[config.mk]
export PLATFORM = sky130hd
export DESIGN_NAME = shift_seq_flat
export DESIGN_NICKNAME = d
export VERILOG_FILES = /design/src/rtl/shift_seq_if.sv /design/src/rtl/shift_seq.sv /design/src/flat_wrapper.sv
export SDC_FILE = /design/constraint.sdc
export NUM_CORES = 1
export LEC_CHECK = 0
export CAP_MARGIN = 0
export CORE_MARGIN = 3
export CORE_UTILIZATION = 40
export DETAILED_ROUTE_END_ITERATION = 12
export PLACE_DENSITY_LB_ADDON = 0.15
export SYNTH_ARGS = -nofsm -noshare
export SYNTH_HDL_FRONTEND = slang
export SYNTH_SLANG_ARGS = --single-unit
[constraint.sdc]
create_clock -name clk -period 4.08 [get_ports clk]
set_input_delay 0.408 -clock clk [delete_from_list [all_inputs] [get_ports clk]]
set_output_delay 0.408 -clock clk [all_outputs]
set_load 0.005 [all_outputs]
[src/rtl/shift_seq_if.sv]
// shift_seq_if -- bundles the request/response signals and the downstream
// shifter bus of shift_seq into one interface.
//
// Parameter:
//   W        data width (>= 8)
//
// Signals:
//   start    request strobe (sampled only while the sequencer is idle)
//   op       operation code: 000 pass, 001 rotl, 010 rotr, 011 LSL, 100 ASR, 101 LSR
//   data_in  operand
//   amount   total shift/rotate count (0..31)
//   busy     high while the sequencer is not idle
//   done     one-cycle completion pulse
//   result   final value, held until the next completion
//   sh_code  shift code to the downstream shifter
//   sh_a     shifter operand
//   sh_b     shifter amount for the current pass
//   sh_out   combinational shifter result
//
// Modports:
//   slave    the sequencer (shift_seq)
//   master   the requester side, which also hosts the downstream shifter
interface shift_seq_if #(
  parameter int W = 8
);
  logic         start;
  logic [2:0]   op;
  logic [W-1:0] data_in;
  logic [4:0]   amount;
  logic         busy;
  logic         done;
  logic [W-1:0] result;
  logic [2:0]   sh_code;
  logic [W-1:0] sh_a;
  logic [2:0]   sh_b;
  logic [W-1:0] sh_out;

  modport slave (
    input  start, op, data_in, amount, sh_out,
    output busy, done, result, sh_code, sh_a, sh_b
  );

  modport master (
    output start, op, data_in, amount, sh_out,
    input  busy, done, result, sh_code, sh_a, sh_b
  );
endinterface

[src/rtl/shift_seq.sv]
// shift_seq -- multi-pass shift/rotate sequencer. Breaks a shift or rotate of
// up to 31 positions into passes through an external shifter that can only
// move 0..7 positions per pass (rotates go 1 position per pass).
//
// Parameter:
//   W        data width (>= 8)
//
// Ports:
//   clk      single clock, rising edge
//   reset    asynchronous active-high reset
//   bus      shift_seq_if.slave (request, response and shifter signals)
//
// Optional feature:
//   SHIFT_SEQ_SAT_EN  when defined, LSL/LSR/ASR with amount >= W finish
//                     without any shifter pass (saturated value loaded at
//                     start); when undefined they iterate like any other shift.
//
// States:
//   state  | meaning
//   IDLE   | waiting for start, shifter bus parked
//   RUN    | one shifter pass per cycle until the remaining count is 0
//   DONE   | completion pulse, result valid; always back to IDLE next cycle
module shift_seq #(
  parameter int W = 8
) (
  input logic        clk,
  input logic        reset,
  shift_seq_if.slave bus
);

  localparam logic [2:0] OP_PASS = 3'b000;
  localparam logic [2:0] OP_ROTL = 3'b001;
  localparam logic [2:0] OP_ROTR = 3'b010;
  localparam logic [2:0] OP_LSL  = 3'b011;
  localparam logic [2:0] OP_ASR  = 3'b100;
  localparam logic [2:0] OP_LSR  = 3'b101;

  typedef enum logic [1:0] {
    S_IDLE = 2'b00,
    S_RUN  = 2'b01,
    S_DONE = 2'b10
  } state_t;

  state_t       state;
  state_t       state_nxt;
  logic [2:0]   op_q;
  logic [W-1:0] acc;
  logic [4:0]   rem;
  logic [W-1:0] result_q;

  // Start-side decode
  logic [2:0]   op_norm;
  logic         is_rot_in;
  logic         is_shift_in;
  logic         sat_hit;
  logic         zero_pass;
  logic [W-1:0] load_val;
  logic [4:0]   load_rem;

  // Run-side decode
  logic         is_rot_q;
  logic [2:0]   step;
  logic [4:0]   rem_next;

  // Reserved codes behave as pass.
  always_comb begin
    op_norm = bus.op;
    if (bus.op > OP_LSR) begin
      op_norm = OP_PASS;
    end
  end

  assign is_rot_in   = (op_norm == OP_ROTL) || (op_norm == OP_ROTR);
  assign is_shift_in = (op_norm == OP_LSL) || (op_norm == OP_ASR) || (op_norm == OP_LSR);

`ifdef SHIFT_SEQ_SAT_EN
  logic [31:0]  amount_ext;
  logic [W-1:0] sat_val;

  assign amount_ext = {27'd0, bus.amount};
  assign sat_hit    = is_shift_in && (amount_ext >= 32'(W));
  // ASR saturates to the sign fill, logical shifts to zero.
  assign sat_val    = (op_norm == OP_ASR) ? {W{bus.data_in[W-1]}} : '0;
  assign load_val   = sat_hit ? sat_val : bus.data_in;
`else
  assign sat_hit    = 1'b0;
  assign load_val   = bus.data_in;
`endif

  assign zero_pass = (op_norm == OP_PASS) || (bus.amount == 5'd0) || sat_hit ||
                     !(is_rot_in || is_shift_in);
  assign load_rem  = sat_hit ? 5'd0 : bus.amount;

  assign is_rot_q  = (op_q == OP_ROTL) || (op_q == OP_ROTR);

  // Rotates advance one position per pass; shifts take up to 7 at a time.
  always_comb begin
    step = 3'd1;
    if (!is_rot_q) begin
      step = (rem > 5'd7) ? 3'd7 : rem[2:0];
    end
  end

  assign rem_next = rem - {2'b00, step};

  always_comb begin
    state_nxt = state;
    case (state)
      S_IDLE: begin
        if (bus.start) begin
          state_nxt = zero_pass ? S_DONE : S_RUN;
        end
      end
      S_RUN: begin
        if (rem_next == 5'd0) begin
          state_nxt = S_DONE;
        end
      end
      S_DONE: begin
        state_nxt = S_IDLE;
      end
      default: begin
        state_nxt = S_IDLE;
      end
    endcase
  end

  always_ff @(posedge clk or posedge reset) begin
    if (reset) begin
      state <= S_IDLE;
    end else begin
      state <= state_nxt;
    end
  end

  // Datapath. result is written only on the edge that enters DONE, so a
  // reset mid-operation leaves it at zero and start while busy cannot touch it.
  always_ff @(posedge clk or posedge reset) begin
    if (reset) begin
      op_q     <= OP_PASS;
      acc      <= '0;
      rem      <= 5'd0;
      result_q <= '0;
    end else begin
      case (state)
        S_IDLE: begin
          if (bus.start) begin
            op_q <= op_norm;
            acc  <= load_val;
            rem  <= load_rem;
            if (zero_pass) begin
              result_q <= load_val;
            end
          end
        end
        S_RUN: begin
          acc <= bus.sh_out;
          rem <= rem_next;
          if (rem_next == 5'd0) begin
            result_q <= bus.sh_out;
          end
        end
        default: begin
        end
      endcase
    end
  end

  // Shifter bus is parked (code 000, amount 0) outside RUN.
  always_comb begin
    bus.sh_code = OP_PASS;
    bus.sh_b    = 3'd0;
    bus.sh_a    = acc;
    if (state == S_RUN) begin
      bus.sh_code = op_q;
      bus.sh_b    = step;
    end
  end

  assign bus.busy   = (state != S_IDLE);
  assign bus.done   = (state == S_DONE);
  assign bus.result = result_q;

endmodule

[src/flat_wrapper.sv]
// flat-port wrapper written by rule: the top's interface ports become plain ports
module shift_seq_flat 
#(
  parameter int W = 8
)
  (clk, reset, bus_start, bus_op, bus_data_in, bus_amount, bus_sh_out, bus_busy, bus_done, bus_result, bus_sh_code, bus_sh_a, bus_sh_b);
  shift_seq_if #(.W(W)) bus_i ();
  input logic clk;
  input logic reset;
  input wire logic [$bits(bus_i.start)-1:0] bus_start;
  input wire logic [$bits(bus_i.op)-1:0] bus_op;
  input wire logic [$bits(bus_i.data_in)-1:0] bus_data_in;
  input wire logic [$bits(bus_i.amount)-1:0] bus_amount;
  input wire logic [$bits(bus_i.sh_out)-1:0] bus_sh_out;
  output wire logic [$bits(bus_i.busy)-1:0] bus_busy;
  output wire logic [$bits(bus_i.done)-1:0] bus_done;
  output wire logic [$bits(bus_i.result)-1:0] bus_result;
  output wire logic [$bits(bus_i.sh_code)-1:0] bus_sh_code;
  output wire logic [$bits(bus_i.sh_a)-1:0] bus_sh_a;
  output wire logic [$bits(bus_i.sh_b)-1:0] bus_sh_b;
  assign bus_i.start = bus_start;
  assign bus_i.op = bus_op;
  assign bus_i.data_in = bus_data_in;
  assign bus_i.amount = bus_amount;
  assign bus_i.sh_out = bus_sh_out;
  assign bus_busy = bus_i.busy;
  assign bus_done = bus_i.done;
  assign bus_result = bus_i.result;
  assign bus_sh_code = bus_i.sh_code;
  assign bus_sh_a = bus_i.sh_a;
  assign bus_sh_b = bus_i.sh_b;
  shift_seq #(.W(W)) u_core (.clk(clk), .reset(reset), .bus(bus_i));
endmodule
## Yosys cells after proc, flatten, opt, wreduce, memory -nomap -nowiden

Cells that the tools add are included.

| operators by class | value |
|---|---|
| add/subtract/negate cells | 1 |
| magnitude comparators | 2 |
| equal/unequal tests | 12 |
| mux-type cells | 17 |
| reductions and logical operators | 18 |

Operators with widths:

| cell | number |
|---|---|
| $mux W8 | 4 |
| $pmux W8 S2 | 2 |
| $mux W3 | 5 |
| $logic_not A5 Y1 | 2 |
| $pmux W5 S2 | 1 |
| $eq A3 B2 Y1 const B | 3 |
| $logic_or A1 B1 Y1 | 7 |
| $eq A3 B1 Y1 const B | 2 |
| $eq A3 B3 Y1 const B | 2 |
| $mux W2 | 3 |
| $reduce_and A2 Y1 | 3 |
| $gt A5 B3 Y1 const B | 1 |
| $mux W5 | 1 |
| $sub A5 B3 Y5 | 1 |
| $ne A2 B1 Y1 const B | 2 |
| $pmux W2 S2 | 1 |
| $reduce_and A4 Y1 | 1 |
| $reduce_bool A2 Y1 | 2 |
| $gt A3 B3 Y1 const B | 1 |
| $logic_not A3 Y1 | 1 |
| $eq A2 B1 Y1 const B | 1 |
| $eq A2 B2 Y1 const B | 1 |
| $logic_not A2 Y1 | 1 |
| $ne A2 B2 Y1 const B | 1 |
| $logic_not A1 Y1 | 1 |

| storage, ports and cells | value |
|---|---|
| bits in registers | 26 |
| output and inout port bits | 24 |

## Depth between registers and ports, before layout

Gate-level depths: netlist of run 1.

| logic depth | value |
|---|---|
| depth in word-level cells | 11 |
| mapped depth | 11 |
| depth with buffers taken out | 11 |

## Least setup slack after synthesis of run 1

No wires, ideal clock.

| timing | value |
|---|---|
| kind | register to register |
| start point | register u_core.op_q[1] |
| end point | register u_core.result_q[0], in the netlist u_core.bus.result[0] |
| data arrival time | 2.614 ns |
| data required time | 3.955 ns |
| slack | 1.341 ns |
| stages on the path, launching flop included | 12 |
| path buffers | 0 |
| period minus slack after synthesis | 2.739 ns |
| path through | dfrtp_1 > xor2_1 > nand2b_1 > nand2_1 > ha_1 > inv_1 > fa_1 > a211oi_1 > xnor2_1 > nand4b_1 > a21oi_4 > mux2_2 |

| on the way | value |
|---|---|
| cells in the longest elaborated chain, start to end | 7 |
| elaborated cells between the ends (all ways) | 8 |

RTL lines:

| what | RTL line | source |
|---|---|---|
| from (decl) | shift_seq.sv:46 | `logic [2:0] op_q;` |
| from (signal assigned) | shift_seq.sv:148 | `op_q <= op_norm;` |
| $eq A3 B1 Y1 or $eq A3 B2 Y1 (tied branches) | shift_seq.sv:94 | `assign is_rot_q = (op_q == OP_ROTL) \|\| (op_q == OP_ROTR);` |
| $logic_or A1 B1 Y1 (*) | shift_seq.sv:94 |  |
| $mux W3 (*) | shift_seq.sv:99 | `if (!is_rot_q) begin` |
| $sub A5 B3 Y5 (*) | shift_seq.sv:104 | `assign rem_next = rem - {2'b00, step};` |
| $logic_not A5 Y1 (*) | shift_seq.sv:159 | `if (rem_next == 5'd0) begin` |
| $ne A2 B1 Y1 (no line) (*) | -- |  |
| $reduce_and A4 Y1 (no line) (*) | -- |  |
| to (signal assigned) | shift_seq.sv:152 | `result_q <= load_val;` |
| to (signal assigned) | shift_seq.sv:160 | `result_q <= bus.sh_out;` |
| to (decl) | shift_seq.sv:49 | `logic [W-1:0] result_q;` |

Mark *: on every way between the ends. The rest lies on a longest branch, timed or not.
A chain may end at the register's enable or synchronous reset.

## Worst setup path after layout of run 1

| timing | value |
|---|---|
| start point | register u_core.op_q[1] |
| end point | register u_core.result_q[4], in the netlist u_core.bus.result[4] |

Same word-level chain as after synthesis.

==> reports/metrics.yaml, run 1 <==
route:
  vias_per_cell: 5.303
  vias: 1416
  drt_drc_violations_left: 0
  dr.pass1.iters: 4
  wl_per_cell_um: 15.49
  totalWireLength_um: 4135
  drt_first_iter_violations: 36
  antenna_left: 0
grt:
  grt_pass1_vias: 1424
  grt_pass1_wl_um: 6851
  grt.total_usage_pct: 20.01
  antenna_found_initial: 0
  grt.overflow.total: 0
  grt_max_degree: 29
power_and_ir_drop:
  peakVddDrop_uv: 316.4
  power_density_nw_per_um2: 818.7
  p_leak_nw: 0.9462
flow_run:
  maxCapViolations: 0
timing:
  slew_headroom_pct: 35.53
  slew_viol_final: 0
  rsz0062_at_grt: "false"
  hold_viol_final: 0
  setup_tns_ns: 0
  finalClockSkew_ns: 0.007834
  worstMarginPinSlew_ns: 0.9659
  min_period_ns: 3.126
  setup_viol: 0
  min_period_over_period_pct: 76.62
  max_freq_mhz: 319.9
  whs_ns: 0.4824
synth:
  synthMuxAreaShare_pct: 5.950
  synth-edff-count: 0
  yosys.area_share.adder_pct: 3.802
  synth-compound-area-share_pct: 17.11
  syn-num-nets: 205
  yosys.area_share.xor_xnor_pct: 1.736
  synth_top_family_by_area: "simple AND/OR/NAND/NOR gates"
  syn-instance-count: 174
  ys_types: 34
  synthArstFlopShare_pct: 100.0
  synth_top_flop_cell: "dfrtp_1"
  synth_area_um2: 1514
  syn_area_per_cell_um2: 8.701
  synthSimpleGateAreaFrac_pct: 24.63
  ys_warn_count: 0
  ys_seq_area_share_pct: 42.98
  ys_ff_latch: 26
cells_and_area:
  design_area_um2: 2127
  synthToLayoutAreaGrowth_pct: 40.50
  final_common_cell: "clkdlybuf4s50_1"
  antennaDiodeCount: 0
  layout_common_cells: "clkdlybuf4s50_1, nand2_1, dfrtp_1"
  drive_above_1_share_pct: 8.145
  nets: 253
critical_path:
  worstSetupEndpointType: "register"
  r2r_end: "u_core.bus.result[4]"
  cp_max_fo: 9
  reg2reg_depth: 11
  worstPathRequired_ns: 4.25
  critical_path_class: "register to register"
  r2r_start: "u_core.op_q[1]"
  r2r_slack_ns: 0.95
  crit_start: "u_core.op_q[1]"
  startpoint_type: "register"
  cp_slowest_cell: "a211oi_1"
  arrival_ns: 3.29
  crit_chain: "xor2_1 -> nand2b_1 -> nand2_1 -> ha_1 -> inv_1 -> fa_1 -> a211oi_1 -> xnor2_1 -> nand4b_1 -> a21oi_4 -> mux2_2"
  crit_path_max_incr_delay_ns: 0.44
place:
  place_congestion: 0.9215
  io_buffers: 50
  dp_hpwl_um: 3086
  place_area_um2: 2056
hold_path:
  min_to: "u_core.bus.sh_a[5]"
  min_path_type: "register to register"
  hold-path-cell-count: 2
  worstHoldStart: "u_core.bus.sh_a[5]"
clocking:
  cts_root_buffer: "clkbuf_8"
  clkLatencyLatePin_ns: 0.28
  postCtsResizedCells: 0
  ctsHoldBuffers: 0
  cts_buffer_depth: 2
  clk_pin_slew_worst_paths_ns: 0.10
  cts_tree: "yes"
  cts_max_level: 1
  cts.sinks: 26
  cts_setup_buffers: 0
  cts_inserted_buffers: 3
floorplan:
  fp.dieW_um: 67.52
  start_util_pct: 43.32
  ios: 51
  dieArea_um2: 4559
  rows: 21
  die_h_um: 67.52
  core_area_um2: 3495
run_status:
  outcome: "finished clean"
## state kept, by name (all words and copies together), names as in the netlist
signal,count
u_core.bus.result,8
u_core.bus.sh_a,8
u_core.op_q,3
u_core.rem,5
u_core.state,2
## cells in the mapped netlist, types with 2 or more instances
| library cell | n | area, µm² |
|---|---|---|
| nor2b_1 | 2 | 12.51 |
| ha_1 | 3 | 37.54 |
| nand2_1 | 43 | 161.4 |
| nand2b_1 | 2 | 12.51 |
| o31ai_1 | 3 | 22.52 |
| nor2_1 | 7 | 26.28 |
| nor3_1 | 2 | 10.01 |
| dfrtp_1 | 26 | 650.6 |
| nand3_1 | 2 | 10.01 |
| xor2_1 | 2 | 17.52 |
| mux2_2 | 8 | 90.09 |
| nand3b_1 | 2 | 15.01 |
| and3b_1 | 8 | 70.07 |
| inv_1 | 5 | 18.77 |
| clkbuf_1 | 9 | 33.78 |
| o21ai_0 | 17 | 85.08 |
| a22oi_1 | 4 | 30.03 |
| a21oi_1 | 11 | 55.05 |
| and2_1 | 3 | 18.77 |
## report_power, final
group | switching, mW | total (mW) | leakage, nW | internal, mW
Sequential | 0.111 | 0.500 | 0.316 | 0.389
Clock | 0.0871 | 0.219 | 0.0357 | 0.132
Combinational | 0.496 | 1.02 | 0.595 | 0.526
## kinds of logic (layout without fill, tap and decap cells)
kind of cell | count (synthesis) | count (layout)
xor gates and xnor gates | 3 | 3
muxes | 8 | 8
DFF | 26 | 26
buffers and inverters | 15 | 62
and+or+nand+nor | 76 | 76
adders and majority gates | 4 | 4
AOI/OAI and AO/OA | 42 | 42
## stage by stage
stage	worst slack [ns]	power, mW	utilization, %	instances
global placement	1.168	1.479	58.83	263
detailed placement	1.030	1.520	58.83	263
global route	0.7938	1.893	60.87	267
finish	0.9538	1.741	60.87	267
floorplan	1.341	1.091	-	174
CTS	0.9601	1.747	60.87	267
## layout make-up
type                            instances  area (µm²)
Clock inverter                          1       30.03
Tap cell                               46       57.56
Inverter                                5       18.77
Sequential cell                        26       650.6
Timing Repair Buffer                   53       523.0
Clock buffer                            3       41.29
Fill cell                             309        1368
Multi-Input combinational cell        133       805.8
## routing by layer
layer	wire [µm]	track usage [%]	up-vias	share of wire [%]
li1	-	-	693	-
met1	1837	26.35	669	44
met2	2021	32.56	49	49
met3	226	4.160	5	5.5
met4	49	6.582	0	1.2
met5	0	0	-	0
## how the worst max path moves through the flow
stage | endpoint | cells past startpoint | slack, ns
6_report | u_core.bus.result[4] | 11 | 0.95
5_1_grt | u_core.bus.result[4] | 11 | 0.79
3_5_place_dp | u_core.bus.result[2] | 11 | 1.03
2_1_floorplan | u_core.bus.result[0] | 11 | 1.34
3_3_place_gp | u_core.bus.result[1] | 11 | 1.17
4_1_cts | u_core.bus.result[4] | 11 | 0.96
## worst max-delay path, delay by kind of cell, from the launching register on
family / cells / cell delay, ns
compound gates: 2 / 0.80
xor+xnor: 2 / 0.33
buf+inv: 1 / 0.06
flops: 1 / 0.41
mux: 1 / 0.38
simple gates: 3 / 0.44
fa+ha+maj: 2 / 0.58
No activity file was read; power rests on OpenSTA's default activity.
==> run 2, diff against run 1 <==
clock period = 3.17 ns   (was 4.08 ns; I/O delays follow)
==> reports/metrics.yaml, run 2 (same netlist as run 1, synthesis figures left out) <==
timing:
  min_period_ns: 2.992
  slew_viol_final: 0
  rsz0062_at_grt: "false"
  finalClockSkew_ns: 0.001840
  min_period_over_period_pct: 94.40
  slew_headroom_pct: 34.00
  setup_tns_ns: 0
  hold_viol_final: 0
  worstMarginPinSlew_ns: 0.9890
  max_freq_mhz: 334.2
  setup_viol: 0
critical_path:
  worstPathRequired_ns: 3.34
  crit_start: "u_core.op_q[1]"
  startpoint_type: "register"
  critical_path_class: "register to register"
  arrival_ns: 3.16
  cp_max_fo: 9
  r2r_start: "u_core.op_q[1]"
  r2r_slack_ns: 0.18
  worstSetupEndpointType: "register"
  r2r_end: "u_core.bus.result[2]"
  reg2reg_depth: 11
cells_and_area:
  layout_common_cells: "clkdlybuf4s50_1, nand2_1, dfrtp_1"
  synthToLayoutAreaGrowth_pct: 40.83
  nets: 253
  final_cells: 267
  antennaDiodeCount: 0
  drive_above_1_share_pct: 8.597
  post-route-util_pct: 61.01
  final_common_cell: "clkdlybuf4s50_1"
grt:
  grt_pass1_vias: 1425
  grt_pass1_wl_um: 6693
  antenna_found_initial: 0
  grt_max_degree: 27
  grt.overflow.total: 0
  grt.total_usage_pct: 19.66
route:
  vias_per_cell: 5.412
  wl_met2_um: 2042
  highest_layer: "met4"
  wl_met1_um: 1765
  drt_drc_violations_left: 0
  wl_met3_um: 267
  wl_per_cell_um: 15.41
  totalWireLength_um: 4114
  dr.pass1.iters: 4
  drt_first_iter_violations: 124
  antenna_left: 0
  vias: 1445
clocking:
  cts_inserted_buffers: 3
  cts_setup_buffers: 0
  clkLatencyLatePin_ns: 0.27
  cts_max_level: 1
  cts_tree: "yes"
  clk_pin_slew_worst_paths_ns: 0.09
  cts.sinks: 26
  cts_root_buffer: "clkbuf_8"
  cts_buffer_depth: 2
floorplan:
  ios: 51
  rows: 21
  fp.dieW_um: 67.52
  die_h_um: 67.52
  start_util_pct: 43.32
  dieArea_um2: 4559
  core_area_um2: 3495
power_and_ir_drop:
  power_density_nw_per_um2: 1057
  peakVddDrop_uv: 411.6
  totalPowerFinal_mw: 2.254
  p_leak_nw: 0.9474
place:
  place_inst: 263
  place_congestion: 0.9389
  io_buffers: 50
  dp_hpwl_um: 3106
hold_path:
  hold-path-cell-count: 2
  min_path_type: "register to register"
  min_to: "u_core.bus.sh_a[4]"
  worstHoldStart: "u_core.bus.sh_a[4]"
run_status:
  outcome: "finished clean"
flow_run:
  maxCapViolations: 0
==> run 2: changes by cell type in the layout (fill, tap and decap cells not counted) <==
cell / delta
a211oi_2: +1
a211oi_1: -1
==> run 2: routing by layer <==
metal	up-vias	global-route usage [%]
li1	697	-
met2	62	33.29
met3	4	2.829
met5	-	0
met1	682	25.76
met4	0	6.076
==> run 2: through the flow <==
stage / hold slack, ns / worst slack (ns) / area [µm²]
after floorplan: 0.3570 / 0.4310 / 1514
after global placement: 0.4637 / 0.2556 / 2056
after detailed placement: 0.4700 / 0.1581 / 2056
after CTS: 0.4917 / 0.1446 / 2127
after global routing: 0.5171 / 0.04028 / 2132
final: 0.4846 / 0.1776 / 2132
==> run 2: final cells by class <==
cell class                      instances  area, µm²
Clock inverter                          1      30.03
Sequential cell                        26      650.6
Timing Repair Buffer                   53      523.0
Fill cell                             314       1363
Multi-Input combinational cell        133      810.8
Inverter                                5      18.77
Tap cell                               46      57.56
Clock buffer                            3      41.29
==> run 2: report_power, final <==
| group | internal (mW) | switching, mW |
|---|---|---|
| Sequential | 0.500 | 0.160 |
| Combinational | 0.686 | 0.629 |
| Clock | 0.169 | 0.110 |
==> run 2: how the worst max path moves through the flow <==
stage	end	slack [ns]	depth (start not counted)
detailed placement	u_core.bus.result[0]	0.16	11
floorplan	u_core.bus.result[0]	0.43	11
finish	u_core.bus.result[2]	0.18	11
global placement	u_core.bus.result[1]	0.26	11
global route	u_core.bus.result[0]	0.04	11
CTS	u_core.bus.result[2]	0.14	11
==> run 2: critical path: stages (launching register included) <==
cell and delay [ns]:
dfrtp_1 0.40, xor2_1 0.15, nand2b_1 0.14, nand2_1 0.09
ha_1 0.15, inv_1 0.06, fa_1 0.42, a211oi_2 0.36
xnor2_1 0.16, nand4b_1 0.20, a21oi_4 0.37, mux2_2 0.38
==> run 2: what timing repair did <==
action                     4_1_cts  5_1_grt
hold buffers                     0        0
resized for setup                0        1
hold endpoints to repair         0        0
setup endpoints to repair        0        8
